File: config.mk
export PLATFORM = sky130hd
export DESIGN_NAME = wb_regfile_scoreboard
export DESIGN_NICKNAME = d
export VERILOG_FILES = /design/src/rtl/wb_regfile_scoreboard.sv
export SDC_FILE = /design/constraint.sdc
export NUM_CORES = 1
export LEC_CHECK = 0
export CORE_ASPECT_RATIO = 0.75
export CORE_MARGIN = 2
export CORE_UTILIZATION = 30
export DETAILED_ROUTE_END_ITERATION = 8
export HOLD_SLACK_MARGIN = 0.02
export PLACE_DENSITY = 0.49
export REMOVE_ABC_BUFFERS = 1
export SLEW_MARGIN = 20
export SYNTH_ARGS = -nofsm -noshare
export SYNTH_HDL_FRONTEND = slang
export SYNTH_SLANG_ARGS = --single-unit
File: constraint.sdc
create_clock -name clk -period 8.02 [get_ports clk]
set_clock_uncertainty 0.2 [all_clocks]
set_input_delay 1.203 -clock clk [delete_from_list [all_inputs] [get_ports clk]]
set_output_delay 1.203 -clock clk [all_outputs]
set_load 0.05 [all_outputs]
File: src/rtl/wb_regfile_scoreboard.sv
// Write-back consumer: 16x16 register file with R0 hardwired to zero, two combinational
// read ports, and a per-register busy scoreboard that stalls decode on RAW/WAW hazards.
// Optional same-cycle write-through bypass is enabled by defining WB_REGFILE_BYPASS_EN.
module wb_regfile_scoreboard #(
  parameter int unsigned DATA_W = 16,
  parameter int unsigned NREGS  = 16,
  parameter int unsigned ADDR_W = 4
) (
  input  logic              clk,
  input  logic              reset,
  input  logic              wb_en,
  input  logic [ADDR_W-1:0] wb_rd,
  input  logic [DATA_W-1:0] wb_data,
  input  logic              rs1_en,
  input  logic [ADDR_W-1:0] rs1_addr,
  input  logic              rs2_en,
  input  logic [ADDR_W-1:0] rs2_addr,
  input  logic              issue_en,
  input  logic [ADDR_W-1:0] issue_rd,
  output logic [DATA_W-1:0] rs1_data,
  output logic [DATA_W-1:0] rs2_data,
  output logic              stall,
  output logic [NREGS-1:0]  busy_vec
);

  logic [DATA_W-1:0] regs_q [NREGS];
  logic [DATA_W-1:0] regs_d [NREGS];
  logic [NREGS-1:0]  busy_q, busy_d;

  logic wb_wr;
  logic resolved1, resolved2;
  logic hazard1, hazard2, waw;
  logic issue_ok;

  assign wb_wr = wb_en && (wb_rd != '0);

`ifdef WB_REGFILE_BYPASS_EN
  assign resolved1 = wb_en && (wb_rd == rs1_addr);
  assign resolved2 = wb_en && (wb_rd == rs2_addr);
`else
  assign resolved1 = 1'b0;
  assign resolved2 = 1'b0;
`endif

  assign hazard1 = rs1_en && (rs1_addr != '0) && busy_q[rs1_addr] && !resolved1;
  assign hazard2 = rs2_en && (rs2_addr != '0) && busy_q[rs2_addr] && !resolved2;
  // A matching write-back retires the old producer this cycle, so the new one may issue.
  assign waw     = issue_en && (issue_rd != '0) && busy_q[issue_rd]
                   && !(wb_en && (wb_rd == issue_rd));
  assign stall   = hazard1 || hazard2 || waw;
  assign issue_ok = issue_en && !stall && (issue_rd != '0);

  always_comb begin
    rs1_data = (rs1_addr == '0) ? '0 : regs_q[rs1_addr];
    rs2_data = (rs2_addr == '0) ? '0 : regs_q[rs2_addr];
`ifdef WB_REGFILE_BYPASS_EN
    if (wb_wr && (wb_rd == rs1_addr)) rs1_data = wb_data;
    if (wb_wr && (wb_rd == rs2_addr)) rs2_data = wb_data;
`endif
  end

  always_comb begin
    regs_d = regs_q;
    busy_d = busy_q;
    if (wb_wr) begin
      regs_d[wb_rd] = wb_data;
      busy_d[wb_rd] = 1'b0;
    end
    // Set after clear: a same-register issue and write-back leaves the new producer pending.
    if (issue_ok) begin
      busy_d[issue_rd] = 1'b1;
    end
    if (reset) begin
      for (int i = 0; i < int'(NREGS); i++) begin
        regs_d[i] = '0;
      end
      busy_d = '0;
    end
    regs_d[0] = '0;
    busy_d[0] = 1'b0;
  end

  always_ff @(posedge clk) begin
    regs_q <= regs_d;
    busy_q <= busy_d;
  end

  assign busy_vec = busy_q;

endmodule

## Word-level counts from Yosys, hierarchy flattened

Cells that the tools add are included.

| word-level totals | value |
|---|---|
| output and inout bits | 49 |
| flip-flop bits (word level) | 255 |
| input port bits | 38 |
| word-level logic and storage cells | 80 |

| operators by class | value |
|---|---|
| order comparisons | 10 |
| mux-type cells | 23 |
| equal/unequal tests | 1 |
| reduce and logical (&&, ||, !) cells | 24 |
| bitwise operators | 6 |

Operators by type and width:

| cell | count |
|---|---|
| $bwmux 256 | 1 |
| $mux 16 | 9 |
| $bmux 16 s4 | 2 |
| $demux 16 s4 | 1 |
| $lt 4x5->1 const B | 4 |
| $and 16x16->16 | 1 |
| $not 16->16 | 1 |
| $or 16x16->16 | 1 |
| $reduce_bool 4->1 | 4 |
| $ge 5x5->1 const B | 3 |
| $not 4->5 | 3 |
| $logic_and 1x1->1 | 14 |
| $bmux 1 s4 | 3 |
| $demux 1 s4 | 2 |
| $ge 4x1->1 const B | 2 |
| $logic_not 4->1 | 2 |
| $lt 5x1->1 const B | 1 |
| $mux 1 | 5 |
| $eq 4x4->1 | 1 |
| $logic_not 1->1 | 2 |
| $logic_or 1x1->1 | 2 |

## Logic depth before layout (Yosys ltp)

Gate-level depths: netlist of the first run.

| depth | value |
|---|---|
| word-level depth | 9 |
| depth in mapped cells | 9 |
| gate-level depth less buffers | 6 |

## Least setup slack after synthesis of the first run

No wires, ideal clock.

| path | value |
|---|---|
| path type | in2out |
| start | input rs2_addr[1] |
| end | output rs2_data[0] |
| stages | 6 |
| arrival time | 3.423 ns |
| data required time | 6.617 ns |
| setup slack | 3.194 ns |
| buffers on the path | 4 |
| path through | clkbuf_1 > clkbuf_1 > buf_1 > clkbuf_1 > mux4_2 > mux4_2 |

| on the way | value |
|---|---|
| word-level cells in the longest chain between the ends | 5 |
| elaborated cells between the ends (all ways) | 6 |
| those cells by class | mux: 4; bitwise: 1; reduce/logical: 1 |

RTL lines:

| what | RTL line | text |
|---|---|---|
| start: declaration | 17 | `input logic [ADDR_W-1:0] rs2_addr,` |
| $not 4->5 (implied by the code) | 55 | `rs2_data = (rs2_addr == '0) ? '0 : regs_q[rs2_addr];` |
| $bmux 16 s4 | 55 |  |
| $mux 16 (implied by the code) (2 in series) | 55 |  |
| $mux 16 * | 55 |  |
| end: declaration | 21 | `output logic [DATA_W-1:0] rs2_data,` |

Every way passes the cells marked *; elsewhere a longest branch is shown, timed or not. The select of a mux whose other input is x is not followed.

## Final worst setup path of the first run

| path | value |
|---|---|
| start | input issue_rd[0] |
| end | output stall |

| on the way | value |
|---|---|
| word-level cells in the longest chain between the ends | 5 |
| elaborated cells between the ends (all ways) | 10 |
| those cells by class | eq/ne: 1; mux: 2; reduce/logical: 7 |

RTL lines:

| what | RTL line | text |
|---|---|---|
| start: declaration | 19 | `input logic [ADDR_W-1:0] issue_rd,` |
| $bmux 1 s4, or another cell as far along | 48 | `assign waw = issue_en && (issue_rd != '0) && busy_q[issue_rd]` |
| $mux 1 (implied by the code), or another cell as far along | 48 |  |
| $logic_and 1x1->1 / $logic_not 1->1 (equally long branches) | 48, 49 |  |
| $logic_and 1x1->1 * | 49 | `&& !(wb_en && (wb_rd == issue_rd));` |
| $logic_or 1x1->1 * | 50 | `assign stall = hazard1 \|\| hazard2 \|\| waw;` |
| end: declaration | 22 | `output logic stall,` |

Marks and branches as above.

==> flow_results.org, run 1 <==
** Critical path
- Critical R2R Capture :: busy_vec[10]
- Reg-to-reg critical path startpoint :: busy_vec[5]
- Path depth of the worst reg2reg path :: 6
- The worst setup path is of the in2out kind.
- The worst setup path is launched from an input pin.
- Along the worst path, the maximum fanout reaches 16.
- For the worst setup path, the data required time is 6.62 ns.
- Type of destination of the critical path :: primary output
- Data on the critical path arrives at its endpoint at 4.56 ns.
- Reg-to-reg slack, setup :: 5.34 ns
- Setup crit start :: issue_rd[0]

** Synth
- Of all flip-flops after synthesis, the portion carrying an async set or reset was 0%.
- By area, the combinational part of the netlist is dominated by multiplexers.
- Compound-Gate Fraction of Synth Area :: 12.64%
- Multiplexer area fraction after synthesis :: 26.61%
- In the synthesized netlist, the number of instances is 1433.
- Sorting the synthesized cells by area gives the leading types as sky130_fd_sc_hd__dfxtp_1 (39%), sky130_fd_sc_hd__mux4_2 (23%), sky130_fd_sc_hd__nand2_1 (14%).
- Distinct cells, synth :: 40
- Post-Synth Adder-Cell Area :: 0%
- After Yosys synthesis, and, or, nand and nor cells account for 17.66% of the synthesized area.
- In the synthesized netlist the dominant register cell turns out to be sky130_fd_sc_hd__dfxtp_1.
- Share of the yosys chip area belonging to registers :: 38.85%
- Share of Yosys cell area claimed by the top area cell type :: 38.85%
- The synthesized design contains 0 enable-type register cells.
- The Yosys step of the flow raised 0 warnings.
- Number of synthesized register bits :: 255
- Post-synthesis share of cell area spent on xor and xnor gates :: 0.2666%
- Post-synthesis average cell area :: 9.171 sq um
- After synthesis the cells add up to 13140 sq um.
- Leading area contributor after synthesis :: sky130_fd_sc_hd__dfxtp_1

** Finish
- Commonest cells after routing, fill and taps aside :: sky130_fd_sc_hd__nand2_1 (495), sky130_fd_sc_hd__dfxtp_1 (255), sky130_fd_sc_hd__a21oi_1 (240)
- Nets@finish :: 1488
- Area added between synthesis and finish :: 17.42%
- The post-route netlist has 17.89% of its cells at a drive strength greater than 1.
- The filler cells instantiated in the layout total 4441.
- Once layout is complete, the utilization of the core stands at 35.66%.
- Commonest non-fill, non-tap cell in the layout :: sky130_fd_sc_hd__nand2_1
- Diode count :: 0

** STA
- Headroom to the max-slew limit came out at 21.23%.
- Top achievable clock speed :: 167.7 MHz
- The number of endpoints with negative hold slack in the final report is 0.
- Dividing the final minimum period by the clock period gives 74.35%.
- The worst path in the final design needs a cycle of 5.962 ns, including I/O delays and setup.
- RSZ-0062 raised after global routing :: false
- At the pin with the least slew margin, the transition time is 1.179 ns.
- Setup violations remaining at the end of the flow were counted as 0.
- For the final routed database, the setup TNS stands at 0 ns.
- Count of pins over their slew limit :: 0

** Placed design
- Weighted congestion at the end of routability-driven global placement :: 0.7760
- After legalization and detailed placement, the total HPWL measured 29.65 mm.
- Quantity of I/O buffers inserted on ports :: 85

** Clock network
- Root cell of the clock tree :: sky130_fd_sc_hd__clkbuf_16
- Number of hold buffers added after CTS :: 0
- The longest clock path from root to sink contains 3 buffers.
- TritonCTS created 27 clock buffers.
- The clock drives 255 sinks.
- CTS H-tree lvls :: 1
- Clock insertion delay at the later pin of the skew report :: 0.56 ns
- Number of buffers inserted to repair setup after CTS :: 0
- # resized after CTS :: 0
- Clock-pin slew was measured on the worst setup and hold paths at 0.06 ns.
- TritonCTS built the clock tree.

** Floorplan
- The total area inside the core boundary comes to 43270 sq um.
- Die height :: 185.3 um
- The initial utilization of the core area, before any placement, comes to 30.37%.
- DIE AREA :: 45510 sq um
- Row generation in the floorplan step produced 66 rows.
- For this design the top-level I/O count stands at 87.
- Die Wd :: 245.7 um

** Power and ir drop
- Summed over all nets, the switching power comes to 755.0 uW.
- Maximum vdd ir drop :: 159.7 uV
- Sequential share of power :: 44.0%
- The internal power of the cells totals 2195 uW.
- Switching Share :: 25.59%
- Per report_power, the combinational group accounts for 9.4% of the total.
- In this run the power density over the cells is 191.2 nW/um^2.
- In this run, the clock network consumes 46.6% of the power.
- Static power due to leakage :: 0.004953 uW

** Global route
- The first global-routing pass estimated 71.70 mm of wire.
- For this run, the total global-route usage over all layers was measured as 21.24%.
- Total gr overflow :: 0
- Entering global routing, the biggest net connects 107 pins.
- The number of global-route vias before repair is 10550.
- The initial antenna violation count is 0.

** Detailed routing
- Final routed wirelength across all metal layers :: 48.43 mm
- For this run, design rule violations remaining after detail routing come to 0.
- Vias per inst :: 5.537
- The routed layout has 11340 vias.
- The detail route stage leaves a number of antenna-violating nets equal to 0.
- Drt first-iter violations :: 1245
- DR WL/cell :: 23.65 um
- Length of the first detailed-routing pass in iterations :: 5

** Worst hold path
- WHS Path Cells :: 2
- Hold path start :: regs_q[123]
- The min-delay analysis places its worst path in the category reg2reg.
- Capture endpoint of the worst hold path :: regs_q[123]

** Run status
- The flow ran to the end, and the final reports show no timing, DRC or antenna violations.

** Flow run
- Across the run, the number of max-cap violations was 0.
cells by family after synthesis:
logic type / count (synthesis)
AND/OR/NAND/NOR: 572
AO/OA/AOI/OAI: 295
flip-flops: 255
multiplexers: 175
buffers and inverters: 131
XOR/XNOR: 4
other: 1
final cells by class:
type	instances	area [sq um]	share of cell area, %
Clock buffer	42	842.1	5.457
Tap cell	578	723.2	4.687
Sequential cell	255	5105	33.08
Multi-Input combinational cell	1047	7548	48.92
Clock inverter	7	125.1	0.8108
Timing Repair Buffer	119	1087	7.046
synthesized netlist by cell type (2+ instances only):
cell type	number
sky130_fd_sc_hd__a221oi_1	4
sky130_fd_sc_hd__mux4_1	2
sky130_fd_sc_hd__or3b_2	2
sky130_fd_sc_hd__dfxtp_1	255
sky130_fd_sc_hd__o31ai_1	13
sky130_fd_sc_hd__clkbuf_1	104
sky130_fd_sc_hd__a22o_1	32
sky130_fd_sc_hd__o21ai_0	3
sky130_fd_sc_hd__buf_1	18
sky130_fd_sc_hd__or3_1	2
sky130_fd_sc_hd__nand3b_1	20
sky130_fd_sc_hd__nor2b_1	9
sky130_fd_sc_hd__nand2b_1	3
sky130_fd_sc_hd__nand3_1	7
sky130_fd_sc_hd__mux2i_1	4
sky130_fd_sc_hd__mux2_2	28
sky130_fd_sc_hd__o31ai_2	2
sky130_fd_sc_hd__mux4_2	133
sky130_fd_sc_hd__buf_2	6
sky130_fd_sc_hd__nor4b_1	2
sky130_fd_sc_hd__mux2_1	7
sky130_fd_sc_hd__xor2_1	3
sky130_fd_sc_hd__nand2_1	499
sky130_fd_sc_hd__buf_6	2
sky130_fd_sc_hd__nor3_1	3
sky130_fd_sc_hd__a21oi_1	240
sky130_fd_sc_hd__nor2_1	17
per-stage QoR:
step	hold WS (ns)	area [sq um]	power (uW)	setup slack [ns]	cells
after global routing	0.2824	15430	3050	1.921	2048
after floorplan	0.2364	12620	1433	3.670	1302
after global placement	0.2495	14450	1598	2.111	1999
after detailed placement	0.2561	14460	1601	2.076	1999
final	0.2658	15430	2950	2.058	2048
after CTS	0.2649	15420	2974	2.044	2048
metal layers:
layer / wire (um) / vias to the layer above / GRT usage [%]
li1: - / 5102 / -
met1: 21490 / 5701 / 31.21
met2: 22140 / 483 / 32.89
met3: 3999 / 54 / 3.608
met4: 787 / 0 / 3.830
met5: 0 / - / 0
power groups by stage:
stage	clock network (uW)	registers [uW]	logic, uW
6_report	1380	1300	278
3_3_place_gp	0	1320	274
5_1_grt	1460	1300	294
4_1_cts	1400	1300	277
2_1_floorplan	0	1320	108
3_5_place_dp	0	1320	277
flip-flops by register name, summed over array words and instances (netlist names):
register / flops
regs_q: 240
busy_vec: 15
worst max-delay path by stage:
stage                     cells past startpoint    end  slack (ns)
final                                         7  stall        2.06
after global routing                          7  stall        1.92
after detailed placement                      7  stall        2.08
after floorplan                               4  stall        3.67
after CTS                                     7  stall        2.04
after global placement                        7  stall        2.11
worst max-delay path, stage by stage:
cell,delay (ns)
sky130_fd_sc_hd__clkdlybuf4s50_1,0.78
sky130_fd_sc_hd__mux4_1,0.64
sky130_fd_sc_hd__mux2_4,0.28
sky130_fd_sc_hd__nand2_1,0.06
sky130_fd_sc_hd__a211oi_1,0.07
sky130_fd_sc_hd__or4_1,0.70
sky130_fd_sc_hd__clkdlybuf4s50_1,0.81
Note: power is estimated with default switching activity, not from simulation.
==> inputs of run 2 (changes only) <==
==> constraint.sdc (replaced) <==
create_clock -name clk -period 6.1 [get_ports clk]
set_clock_uncertainty 0.2 [all_clocks]
set_input_delay 0.915 -clock clk [delete_from_list [all_inputs] [get_ports clk]]
set_output_delay 0.915 -clock clk [all_outputs]
set_load 0.05 [all_outputs]
==> run 2 against run 1 <==
Count of clock-buffer cells in the layout shrank 7. Flip-flop and latch count is the same. Register-to-register slack lost 1.8 ns. Die area is the same. First-iteration DRC count shrank 1.8%. Highest routed layer is now met5. Wire length grew 0.95%. Core utilization grew 0.16 points. Sequential share of layout area shrank 0.14 points. Power grew 30%.
==> flow_results.org, run 2 (synthesis gave the netlist of run 1 again) <==
** Clock network
- Number of hold buffers added after CTS :: 0 (unchanged)
- CTS clk-pin slew, worst paths :: 0.06 ns (about the same)
- The TritonCTS clock tree is done (unchanged).
- The maximum level of the CTS H-tree came to 1 (unchanged).
- # resized after CTS :: 0 (unchanged)
- The post-CTS setup-driven buffer insertion count came to 0 (unchanged).
- The master cell of the clock root buffer is sky130_fd_sc_hd__clkbuf_16 (unchanged).
- Number of clock buffers inserted by TritonCTS :: 27 (unchanged)
- The maximum count of clock buffers along a single path was 3 (unchanged).
- Clk sink count :: 255 (unchanged)
- The clock insertion delay at the later pin of the skew report was 0.55 ns (was 0.56 ns).

** Detailed routing
- The sum of routed wire segments on met1 is 22.41 mm (was 21.49 mm).
- Antenna Violating Nets Remaining :: 0 (unchanged)
- DR WL/cell :: 23.79 um (was 23.65 um)
- Count of unresolved DRC violations after routing :: 0 (unchanged)
- The vias after detailed routing came to 11270 (was 11340).
- The via-per-instance ratio was 5.484 (was 5.537).
- The total routed wirelength was 48.88 mm (was 48.43 mm).
- The number of DRC markers in iteration 0 was 1223 (was 1245).
- Met3 layer wire length in the routed design :: 3.640 mm (was 3.999 mm)
- The first-pass iteration count of the detailed router came to 8 (was 5).
- The top routing layer in use is met5 (was met4).
- The routed length on met2 was 21.38 mm (was 22.14 mm).

** STA
- Final period utilization :: 84.89%
- Count of pins over their slew limit :: 0 (unchanged)
- The number of endpoints with negative hold slack in the final report is 0 (unchanged).
- The setup TNS was 0 ns (unchanged).
- Min Tclk post-route :: 5.178 ns
- Headroom to the max-slew limit :: 17.26% (was 21.23%)
- Number of endpoints failing setup at the final stage :: 0 (unchanged)
- Top achievable clock speed :: 193.1 MHz
- The transition time at the pin with the least slew margin was 1.238 ns (was 1.179 ns).
- RSZ-0062 raised after global routing: false (unchanged).

** Power and ir drop
- Switching pwr :: 995.0 uW (was 755.0 uW)
- Final Total Pwr :: 3833 uW (was 2950 uW)
- Sequential share of power :: 44.4% (was 44.0%)
- Clk pwr share :: 45.8% (was 46.6%)
- Combinational power share :: 9.8% (was 9.4%)
- The internal power is 2838 uW (was 2195 uW).
- Maximum vdd ir drop :: 206.7 uV (was 159.7 uV)
- Switching Share :: 25.96% (was 25.59%)
- Ratio of total power to cell area :: 247.3 nW/um^2 (was 191.2 nW/um^2)
- Static power due to leakage :: 0.004982 uW (was 0.004953 uW)

** Critical path
- Path depth of the worst reg2reg path :: 7 (was 6)
- Critical Path Slowest Stage Cell :: sky130_fd_sc_hd__clkdlybuf4s50_1 (unchanged)
- The arrival time of the worst setup path came to 4.06 ns (was 4.56 ns).
- Cell-by-cell trace of the critical path :: clkdlybuf4s50_1, mux4_1, mux2_4, nand2_1, a211oi_1, or4_1, buf_4, clkdlybuf4s50_1 (was clkdlybuf4s50_1, mux4_1, mux2_4, nand2_1, a211oi_1, or4_1, clkdlybuf4s50_1)
- Slowest stage delay, CP :: 0.79 ns (was 0.81 ns)
- The critical path capture point type is a primary output (unchanged).
- The required arrival time at the worst endpoint is 4.98 ns (was 6.62 ns).
- CP max FO :: 16 (unchanged)
- The startpoint type of the worst setup path is an input pin (unchanged).
- The category of the most critical setup path is in2out (unchanged).
- The most prevalent standard cell on the critical path is sky130_fd_sc_hd__clkdlybuf4s50_1 (unchanged).

** Flow run
- Count of max-cap constraint violations :: 0 (unchanged)

** Global route
- The wire length of the first global-routing pass came to 71.83 mm (was 71.70 mm).
- Maximum number of pins on one net before global-route repair :: 116 (was 107)
- The overall overflow remaining after global route is 0 (unchanged).
- Number of global-route vias before repair :: 10810 (was 10550)
- GRT Resource Usage Total :: 21.29% (was 21.24%)
- Initial antenna violation count :: 2 (was 0)

** Finish
- Nets@finish :: 1495 (was 1488)
- The number of flip-flops in the largest register was 240 (unchanged).
- The fraction of layout cells with a size suffix above 1 is 18.48% (was 17.89%).
- The area growth from synthesis to final layout was 17.94% (was 17.42%).
- Commonest non-fill, non-tap cell in the layout :: sky130_fd_sc_hd__nand2_1 (unchanged)
- The most flop-heavy register is regs_q (unchanged).
- Commonest cells after routing, fill and taps aside: sky130_fd_sc_hd__nand2_1 (496), sky130_fd_sc_hd__dfxtp_1 (255), sky130_fd_sc_hd__a21oi_1 (240) (was sky130_fd_sc_hd__nand2_1 (495), sky130_fd_sc_hd__dfxtp_1 (255), sky130_fd_sc_hd__a21oi_1 (240)).
- The filler cell count in the final layout is 4391 (was 4441).
- Diode count :: 0 (unchanged)

** Floorplan
- The floorplan die area was 45510 sq um (unchanged).
- Number of placement rows :: 66 (unchanged)
- Initial Utilization :: 30.37% (unchanged)
- The floorplan die height is 185.3 um (unchanged).
- The I/O pin total came to 87 (unchanged).
- Die Wd :: 245.7 um (unchanged)
- The core area came to 43270 sq um (unchanged).

** Placed design
- DP Wirelength :: 30.13 mm (was 29.65 mm)
- Weighted congestion at the end of routability-driven global placement :: 0.7855 (was 0.7760)
- Quantity of I/O buffers inserted on ports :: 85 (unchanged)

** Worst hold path
- WHS Path Cells :: 2 (unchanged)
- Path type of the worst min-delay path :: reg2reg (unchanged)

** Run status
- Outcome :: completed (unchanged)
run 2: cell types whose count changed in the layout (fill, tap and decap cells not counted), moves of 3 or more:
cell                         delta
sky130_fd_sc_hd__buf_12         +4
sky130_fd_sc_hd__buf_4          +3
sky130_fd_sc_hd__clkbuf_1       -3
sky130_fd_sc_hd__clkbuf_8       -4
sky130_fd_sc_hd__clkinv_2       +4
sky130_fd_sc_hd__clkinvlp_4     +3
run 2: final timing paths:
check	from	end	slack [ns]
worst max-delay path	issue_rd[0]	stall	0.92
worst min-delay path	regs_q[133]	regs_q[133]	0.26
worst max register to register	busy_vec[5]	busy_vec[9]	3.59
worst min register to register	regs_q[133]	regs_q[133]	0.26
run 2: layer usage:
metal,GRT usage [%],vias up
li1,-,5122
met1,30.76,5658
met2,32.66,408
met3,3.579,80
met4,5.891,2
met5,0,-
run 2: worst max-delay path, delay by kind of cell:
| family | cells | cell delay [ns] |
|---|---|---|
| buffers and inverters | 3 | 1.71 |
| multiplexers | 2 | 0.89 |
| AO/OA/AOI/OAI | 1 | 0.07 |
| AND/OR/NAND/NOR | 2 | 0.47 |
run 2: stage by stage:
step	utilization [%]	std cells	setup slack (ns)	area (sq um)	hold slack [ns]
final	35.82	2055	0.9220	15500	0.2639
after global routing	35.82	2055	0.7826	15500	0.2791
after CTS	35.81	2055	0.9348	15500	0.2669
after detailed placement	33.66	2006	0.9254	14560	0.2582
after global placement	33.64	2006	0.9236	14560	0.2487
after floorplan	-	1302	2.326	12620	0.2364
run 2: area by class of cell:
cell class	count	area [sq um]	area share, %
Clock buffer	35	775.7	5.005
Clock inverter	14	156.4	1.009
Multi-Input combinational cell	1047	7548	48.70
Sequential cell	255	5105	32.94
Tap cell	578	723.2	4.666
Timing Repair Buffer	126	1190	7.677
run 2: power by group through the flow:
stage | Sequential (uW) | Combinational (uW) | Clock (uW)
floorplan | 1740 | 142 | 0
global placement | 1740 | 371 | 0
detailed placement | 1740 | 372 | 0
CTS | 1700 | 373 | 1780
global route | 1710 | 396 | 1840
finish | 1700 | 375 | 1750
==> inputs of run 3 (changes only) <==
--- a/config.mk
+++ b/config.mk
@@ -10,7 +10,7 @@
 export CORE_UTILIZATION = 30
 export DETAILED_ROUTE_END_ITERATION = 8
 export HOLD_SLACK_MARGIN = 0.02
-export PLACE_DENSITY = 0.49
+export PLACE_DENSITY = 0.51
 export REMOVE_ABC_BUFFERS = 1
 export SLEW_MARGIN = 20
 export SYNTH_ARGS = -nofsm -noshare
==> constraint.sdc (replaced) <==
create_clock -name clk -period 4.2 [get_ports clk]
set_clock_uncertainty 0.2 [all_clocks]
set_input_delay 0.63 -clock clk [delete_from_list [all_inputs] [get_ports clk]]
set_output_delay 0.63 -clock clk [all_outputs]
set_load 0.05 [all_outputs]
==> run 3 against run 2 <==
Global-route usage rose by 0.60 points. Critical path depth did not move. Sequential share of layout area shrank 0.25 points. Via count increased by 1.2%. Setup slack worse by 0.58 ns. Power grew 49%. Design area is 0.77% higher. Highest routed layer unchanged.
==> flow_results.org, run 3 (synthesis gave the netlist of run 1 again) <==
** Finish
- The final net count is 1519 (was 1495).
- The fraction of layout cells with a size suffix above 1 is 21.60% (was 18.48%).
- Commonest non-fill, non-tap cell in the layout :: sky130_fd_sc_hd__nand2_1 (unchanged)
- The number of inserted diodes came to 0 (unchanged).
- The post-layout instance area is 15620 sq um (was 15500 sq um).
- The most flop-heavy register was regs_q (unchanged).
- Number of flip-flops under the largest register name :: 240 (unchanged)
- The area growth from synthesis to final layout is 18.85% (was 17.94%).
- Commonest cells after routing, fill and taps aside: sky130_fd_sc_hd__nand2_1 (499), sky130_fd_sc_hd__dfxtp_1 (255), sky130_fd_sc_hd__a21oi_1 (240) (was sky130_fd_sc_hd__nand2_1 (496), sky130_fd_sc_hd__dfxtp_1 (255), sky130_fd_sc_hd__a21oi_1 (240)).

** Placed design
- The cell area after placement came to 14650 sq um (was 14560 sq um).
- DP Wirelength :: 31.96 mm (was 30.13 mm)
- Post-place setup slack :: 0.3158 ns (was 0.9254 ns)
- The count of buffers from port buffering was 85 (unchanged).
- The weighted congestion at the end of routability-driven global placement came to 0.8138 (was 0.7855).

** Critical path
- The startpoint type of the worst setup path is an input pin (unchanged).
- The minimum setup slack among reg-to-reg paths was 1.62 ns (was 3.59 ns).
- Setup crit start :: issue_rd[0] (unchanged)
- The required arrival time at the worst endpoint is 3.37 ns (was 4.98 ns).
- The startpoint of the worst register-to-register path was busy_vec[5] (unchanged).
- Critical R2R Capture :: busy_vec[12] (was busy_vec[9])
- Worst setup endpoint :: stall (unchanged)
- CP max FO :: 8 (was 16)
- The cell count of the worst reg-to-reg path was 7 (unchanged).
- The arrival time of the worst setup path was 3.03 ns (was 4.06 ns).
- The critical path capture point type is a primary output (unchanged).
- The category of the most critical setup path was in2out (unchanged).

** Global route
- The initial antenna violation count was 1 (was 2).
- The number of global-route vias before repair was 10950 (was 10810).
- The overall overflow remaining after global route was 0 (unchanged).
- Maximum number of pins on one net before global-route repair :: 125 (was 116)
- The wire length of the first global-routing pass was 73.91 mm (was 71.83 mm).
- The overall track demand over capacity in global routing came to 21.89% (was 21.29%).

** STA
- The transition time at the pin with the least slew margin came to 1.075 ns (was 1.238 ns).
- The total count of max-transition violations in the final report came to 0 (unchanged).
- The setup slack of the critical path after layout was 0.3374 ns (was 0.9220 ns).
- Setup_tns :: 0 ns (unchanged)
- Final period utilization :: 91.97%
- For this run, the top clock speed supported by timing is 258.9 MHz.
- The number of endpoints with negative hold slack in the final report is 0 (unchanged).
- The clock period could shrink to 3.863 ns.
- Headroom to the max-slew limit :: 28.19% (was 17.26%)
- RSZ-0062 raised after global routing :: false (unchanged)
- The number of endpoints failing setup at the final stage is 0 (unchanged).

** Clock network
- CTS clk-pin slew, worst paths :: 0.06 ns (about the same)
- Clock insertion delay at the later pin of the skew report :: 0.55 ns (about the same)
- The post-CTS setup-driven buffer insertion count came to 0 (unchanged).
- # resized after CTS :: 0 (unchanged)
- Number of hold buffers added after CTS :: 0 (unchanged)
- The maximum count of clock buffers along a single path was 3 (unchanged).
- The clock sink count came to 255 (unchanged).
- The TritonCTS clock tree was done (unchanged).
- The maximum level of the CTS H-tree came to 1 (unchanged).
- Number of clock buffers inserted by TritonCTS :: 27 (unchanged)
- Root cell of the clock tree :: sky130_fd_sc_hd__clkbuf_16 (unchanged)

** Run status
- Outcome: completed (unchanged).

** Worst hold path
- The type of the most critical hold path was reg2reg (unchanged).

** Detailed routing
- Drt first-iter violations :: 1087 (was 1223)
- DR WL/cell :: 24.10 um (was 23.79 um)
- The number of nets still failing antenna checks after routing came to 0 (unchanged).
- Count of unresolved DRC violations after routing :: 0 (unchanged)
- Total vias in the final route :: 11400 (was 11270)
- The first-pass iteration count of the detailed router came to 5 (was 8).
- Final routed wirelength across all metal layers :: 50.07 mm (was 48.88 mm)
- The via-per-instance ratio came to 5.488 (was 5.484).

** Floorplan
- Die height :: 185.3 um (unchanged)
- The width of the die came to 245.7 um (unchanged).
- The core area came to 43270 sq um (unchanged).
- I/O pin cnt :: 87 (unchanged)
- Initial Utilization :: 30.37% (unchanged)
- The floorplan die area was 45510 sq um (unchanged).
- Number of placement rows :: 66 (unchanged)

** Power and ir drop
- The maximum VDD drop is 297.2 uV (was 206.7 uV).
- The cell leakage power was 0.005188 uW (was 0.004982 uW).
- Ratio of total power to cell area :: 364.6 nW/um^2 (was 247.3 nW/um^2)

** Flow run
- The number of maximum-capacitance constraint violations came to 0 (unchanged).
run 3: changes by cell type in the layout (fill, tap and decap cells not counted):
cell                              before  now
sky130_fd_sc_hd__bufinv_16             3    5
sky130_fd_sc_hd__buf_4                41   98
sky130_fd_sc_hd__clkbuf_1              1    2
sky130_fd_sc_hd__nand2_1             496  499
sky130_fd_sc_hd__nor2_1               16   17
sky130_fd_sc_hd__nand2_2               3    0
sky130_fd_sc_hd__clkdlybuf4s50_1      78   45
sky130_fd_sc_hd__clkinvlp_4            3    0
sky130_fd_sc_hd__nor2_2                1    0
sky130_fd_sc_hd__clkinv_4              1    0
run 3: where the power goes:
group	switching (uW)	leakage, uW	internal, uW
Sequential	25.8	0.00206	2450
Clock	1060	0.000483	1600
Combinational	359	0.00265	195
Total	1450	0.00519	4250
run 3: worst min-delay path by stage:
stage                     cells past startpoint         from          end
after CTS                                     2  regs_q[143]  regs_q[143]
after floorplan                               2  regs_q[192]  regs_q[192]
final                                         2  regs_q[107]  regs_q[107]
after global routing                          2  regs_q[143]  regs_q[143]
after global placement                        2   regs_q[15]   regs_q[15]
after detailed placement                      2   regs_q[28]   regs_q[28]
run 3: through the flow:
step,hold slack [ns],total power [uW],cells,utilization (%)
after floorplan,0.2364,2736,1302,-
after global placement,0.2490,3074,2030,33.87
after detailed placement,0.2583,3080,2030,33.87
after CTS,0.2673,5732,2078,36.09
after global routing,0.2830,5878,2078,36.09
final,0.2671,5695,2078,36.09
run 3: critical path, cell delays in order:
cell and delay [ns]:
sky130_fd_sc_hd__clkdlybuf4s50_1 0.65, sky130_fd_sc_hd__buf_4 0.21, sky130_fd_sc_hd__mux4_1 0.55, sky130_fd_sc_hd__nor2b_1 0.12, sky130_fd_sc_hd__or3_1 0.11, sky130_fd_sc_hd__a211oi_1 0.06
sky130_fd_sc_hd__or4_1 0.47, sky130_fd_sc_hd__buf_4 0.22
run 3: area by class of cell:
type	instances	area, sq um
repair buffers	150	1287
clock buffers	36	779.5
multi-input cells	1047	7538
clock inverters	12	185.2
fillers	4425	27650
well taps	578	723.2
flip-flops and latches	255	5105
run 3: per-layer routing:
layer	vias up	track usage [%]	wire length, um
met5	-	0	13
met4	2	4.315	1027
met3	70	3.839	3932
met2	455	35.09	23090
met1	5709	30.96	22010
li1	5168	-	-
